### config.mk
export PLATFORM = sky130hd
export DESIGN_NAME = sdp_ram
export DESIGN_NICKNAME = d
export VERILOG_FILES = /design/src/rtl/sdp_ram.sv
export SDC_FILE = /design/constraint.sdc
export NUM_CORES = 1
export LEC_CHECK = 0
export CAP_MARGIN = 20
export CORE_MARGIN = 2
export CORE_UTILIZATION = 55
export DETAILED_ROUTE_END_ITERATION = 12
export GPL_ROUTABILITY_DRIVEN = 0
export PLACE_DENSITY = 0.73
export SETUP_SLACK_MARGIN = 0.1
export SLEW_MARGIN = 20
export SYNTH_ARGS = -nofsm -noshare
export SYNTH_HDL_FRONTEND = slang
export SYNTH_SLANG_ARGS = --single-unit
### constraint.sdc
create_clock -name clk -period 1.53 [get_ports clk]
set_input_delay 0.459 -clock clk [delete_from_list [all_inputs] [get_ports clk]]
set_output_delay 0.459 -clock clk [all_outputs]
set_load 0.01 [all_outputs]
### src/rtl/sdp_ram.sv
// sdp_ram: simple dual-port RAM, one write port and one registered read port.
// Write-first on collision. RAM_DEBUG_DISPLAY_EN enables simulation trace.
module sdp_ram #(
  parameter int WIDTH      = 32,
  parameter int ADDR_WIDTH = 4,
  parameter     TAG        = "ram"
) (
  input  logic                  clk,
  input  logic                  res,
  input  logic                  re,
  input  logic                  we,
  input  logic [ADDR_WIDTH-1:0] readAddr,
  input  logic [ADDR_WIDTH-1:0] writeAddr,
  input  logic [WIDTH-1:0]      dataIn,
  output logic [WIDTH-1:0]      dataOut
);

  localparam int DEPTH = 2 ** ADDR_WIDTH;

  logic [WIDTH-1:0] r_mem [DEPTH];
  logic [WIDTH-1:0] r_dout;

  logic             w_wr;
  logic             w_rd;
  logic             w_coll;
  logic [WIDTH-1:0] w_rdata;

  // both ports are gated off while reset is held
  assign w_wr   = we & ~res;
  assign w_rd   = re & ~res;
  assign w_coll = w_wr & w_rd & (readAddr == writeAddr);

  // same-address collision forwards the incoming word
  assign w_rdata = w_coll ? dataIn : r_mem[readAddr];

  // array write; contents are never cleared
  always_ff @(posedge clk) begin
    if (w_wr) begin
      r_mem[writeAddr] <= dataIn;
    end
  end

  // read register: cleared by reset, holds while re is low
  always_ff @(posedge clk or posedge res) begin
    if (res) begin
      r_dout <= '0;
    end else if (re) begin
      r_dout <= w_rdata;
    end
  end

  assign dataOut = r_dout;

`ifdef RAM_DEBUG_DISPLAY_EN
  // trace every access, collision and read of an unwritten word
  always_ff @(posedge clk) begin
    if (w_wr) begin
      $display("[%s] write addr %0h data %0h",
               TAG, writeAddr, dataIn);
    end
    if (w_rd) begin
      $display("[%s] read addr %0h data %0h",
               TAG, readAddr, w_rdata);
      if ($isunknown(w_rdata)) begin
        $display("[%s] warning: uninitialised read addr %0h",
                 TAG, readAddr);
      end
    end
    if (w_coll) begin
      $display("[%s] read/write collision addr %0h",
               TAG, readAddr);
    end
  end
`else
  // the tag string only matters for the trace messages
  if ($bits(TAG) == 0) begin : g_no_tag
  end
`endif

endmodule

After elaboration in Yosys (flattened, before gate mapping):

Memory sizes are Yosys's and may differ from the RTL's. A register that Yosys moved wholly into a read port is not among the register bits.
Cells that the tools add are included.

* bits in registers: 0
* memory bits (writable): 512
* input bits: 44
* output and inout port bits: 32
* word-level logic and storage cells: 5
* memories kept: 1

Memory list
* r_mem: depth 16, width 32, read ports 1, clocked after memory_dff 1, wr ports 1, RTL line 20 `logic [WIDTH-1:0] r_mem [DEPTH];`

* multiplexer cells: 2
* bitwise operators: 2

Operators by type and width (count)
* two-way mux 1 bit: 2
* AND 1 bit: 1
* inverter 1 bit: 1

Logic depth before layout (Yosys ltp):

* word-level depth: 4
* gate-level depth with buffers: 7

Least setup slack after synthesis:

No wires, ideal clock.

* kind: input to register
* start point: input port res
* end point: memory r_mem[0][0], enable pin
* arrival time: 3892 ps
* setup slack: -2823 ps
* stages: 4
* path buffers: 0
* cell sequence: inv_1 -> nand2_1 -> or3_1 -> nor3_1

* word-level cells in the longest chain between the ends: 4

Ends and longest elaborated chain
* from (decl): RTL line 9 `input logic res,`
* inverter 1 bit
* AND 1 bit: RTL line 29 `assign w_wr = we & ~res;`
* two-way mux 1 bit: RTL line 38 `if (w_wr) begin`
* two-way mux 1 bit (implied by the code): RTL line 39 `r_mem[writeAddr] <= dataIn;`
* to (decl): RTL line 20

Every way passes these cells.

Worst setup path in the final report:

* start point: register r_dout[25], in the netlist dataOut[25], read port of r_mem
* end point: output port dataOut[25]

RTL lines
* from (decl): RTL line 21 `logic [WIDTH-1:0] r_dout;`
* to (decl): RTL line 15 `output logic [WIDTH-1:0] dataOut`

No word-level cell between the ends.

==> results by group <==
Status
  • Outcome: complete, but fails checks
  • Violated checks: setup timing

Logic synthesis
  • Syn_area_per_cell: 21.27 um^2
  • Cell Area, Synth: 21220 um^2
  • Yosys cell types: 33
  • Sequential area share after synthesis: 76.22%
  • Dominant cell type by area after synthesis: edfxtp_1
  • Top cells by area, synth: edfxtp_1, mux4_1, mux4_2
  • Net count after synthesis: 1042
  • Syn. warnings: 0
  • Yosys reg bits: 544
  • Cell count after synthesis: 998
  • Post-synth top area share: 72.44%

Floorplan
  • Die X-Extent: 200.4 um
  • # rows: 71
  • Die height: 200.4 um
  • Total die area: 40170 um^2
  • Core footprint: 37840 um^2
  • Ports: 76
  • Initial Util: 56.08%

Clocking
  • Sink Count: 544
  • Clock Path Buffers: 3
  • Clock transition at path regs: 60 ps
  • H-tree levels: 2
  • Root Buffer: clkbuf_16
  • Number of buffers created by CTS: 53
  • CTS tree: built
  • Latest clock arrival within the worst-skew pair: 610 ps

STA
  • Setup tns final: -1703 ps
  • Fin crit share: 106.1%
  • Final setup fails: 34
  • Hold_ws: 42.45 ps
  • RSZ-0062 raised after global routing: yes
  • Endpoints failing hold: 0
  • Relative slew slack: 61.57%
  • Fmax: 616.3 MHz
  • Fin Clk Skew: 27.26 ps
  • Slew @ Worst Pin: 576.4 ps
  • Period minus WS final: 1623 ps
  • Fin worst setup slack: -92.67 ps
  • Count of pins over their slew limit: 0

Worst setup path
  • Crit path DAT: 1160 ps
  • CP max FO: 2
  • Cell family with most CP delay: flip-flops
  • Max incr delay on CP: 420 ps
  • Worst Path Required: 1070 ps
  • CP bufs+invs: 1
  • Critical path endpoint category: primary output
  • Crit path launch type: register
  • Reg-to-Reg Start: r_mem[15][9]
  • Worst path cell trace: buf_6
  • Setup crit start: dataOut[25]
  • Max stage delay cell, worst path: dfrtp_1
  • Crit Path Category: register to primary output

GRT
  • Largest net degree at the start of global routing: 33
  • Grt total ovfl: 0
  • GRT Util Overall: 26.16%
  • Initial antenna violation count: 1
  • Vias in the first global route: 11680
  • First-pass GRT wire length: 76400 um

Run
  • Maxcap violations: 0

Finish
  • Nets: 1320
  • FF/Latch Area: 16180 um^2
  • # diodes: 0
  • Share of cells above drive strength 1: 40.36%
  • Area taken by multi-input logic gates: 4946 um^2
  • Filler cell count: 2243
  • Area growth syn-to-layout: 26.24%
  • Fin cells: 1829

Detailed routing
  • Final WL: 53460 um
  • DR DRC count: 0
  • Remaining antenna violation count after routing: 0
  • Vias: 11450
  • Vias/cell: 6.258
  • Iteration-0 DRC count of the detailed router: 1232
  • Routed length per instance: 29.23 um
  • 1st-pass router iterations: 5

Place
  • Dpl ws: -848.2 ps
  • PortBufs: 75
  • DP HPWL: 29790 um
  • DP Cell Count: 1673

Pwr
  • Clk pwr share: 41.3%
  • Pleak: 9.162 nW
  • Power per cell area: 1227 nW/um^2
  • Net Switching: 7.016 mW
  • Switching share of total power: 21.35%
  • VDD IR max: 1.095 mV
  • Combinational power share: 8.0%
  • Tot Pwr: 32.86 mW
  • Reg power frac: 50.7%
  • Internal: 25.85 mW

Worst hold path
  • Worst min-delay path class: primary input to asynchronous set/reset pin
-- flip-flops by register name (all words and copies together) (netlist names) --
signal   cells
r_mem      512
dataOut     32
-- synth_stat cells (all sizes together) --
master and instances:
a221oi 31, a2bb2oi 1, a31oi 32, and2 1, buf 40, clkbuf 26, dfrtp 32, edfxtp 512
inv 1, mux2 31, mux2i 65, mux4 96, nand2 35, nand2b 2, nand3 2, nand3b 2
nand4 1, nor2 12, nor2b 2, nor3 4, o21a 1, o21ai 31, o32ai 32, or2 1
or3 1, xnor2 4
-- power by group through the flow --
stage                     Clock, mW  Combinational, mW  Sequential, mW
final                          13.6               2.63            16.7
after global routing           14.2               2.78            16.7
after CTS                      13.6               2.42            16.7
after detailed placement          0               2.31            17.0
after global placement            0               2.28            17.0
after floorplan                   0               1.09            17.0
-- path summary, 6_finish.rpt --
| check | to | slack (ps) | cells past startpoint |
|---|---|---|---|
| min in group clk | dataOut[25] | 440 | 4 |
| max reg2reg | dataOut[9] | -20 | 4 |
| max in group asynchronous | dataOut[22] | 1060 | 3 |
| min reg2reg | dataOut[24] | 600 | 2 |
| min | dataOut[6] | 40 | 3 |
| max | dataOut[25] | -90 | 1 |
-- cell type report --
type | instances | area share [%]
clock inverters | 27 | 1.312
inverters | 1 | 0.02802
repair buffers | 289 | 12.02
multi-input cells | 387 | 18.46
flip-flops and latches | 544 | 60.38
well taps | 511 | 2.387
clock buffers | 70 | 5.418
-- kinds of logic (layout without fill, tap and decap cells) --
group                     after synthesis  in the layout  share of synthesized area [%]
xor gates and xnor gates                4              4                         0.2005
DFF                                   544            544                          76.22
and+or+nand+nor                        63             63                          1.309
buffers and inverters                  67            387                          1.981
muxes                                 192            192                          15.94
AOI/OAI and AO/OA                     128            128                          4.351
-- timing repair --
action,CTS,global route
pin swaps,21,23
setup endpoints to repair,576,81
gates resized for setup,214,66
cloned,9,3
hold buffers,0,0
buffers inserted,34,14
-- per-stage QoR --
| stage | area, um^2 | utilization, % |
|---|---|---|
| floorplan | 21360 | - |
| global placement | 23940 | 63.25 |
| detailed placement | 23940 | 63.25 |
| CTS | 26330 | 69.58 |
| global route | 26790 | 70.79 |
| finish | 26790 | 70.79 |
-- cells in the final DEF, fill, tap and decap left out, types with 13 or more instances in the layout --
master	instances
mux4_2	95
buf_2	22
nand2_2	24
a31oi_1	24
clkbuf_16	57
mux2i_1	65
buf_4	139
clkdlybuf4s50_1	32
buf_12	52
a221oi_1	29
o21ai_1	13
o32ai_1	29
edfxtp_1	512
mux2_4	30
dfrtp_1	32
buf_6	29
-- per-layer routing --
| metal | global-route usage, % | part of all wire (%) | vias to the layer above |
|---|---|---|---|
| li1 | - | - | 4775 |
| met1 | 36.41 | 39 | 5953 |
| met2 | 41.90 | 49 | 618 |
| met3 | 5.325 | 8.5 | 96 |
| met4 | 8.810 | 2.8 | 4 |
| met5 | 1.429 | 0.17 | - |
Power figures use the tool's default switching activity.
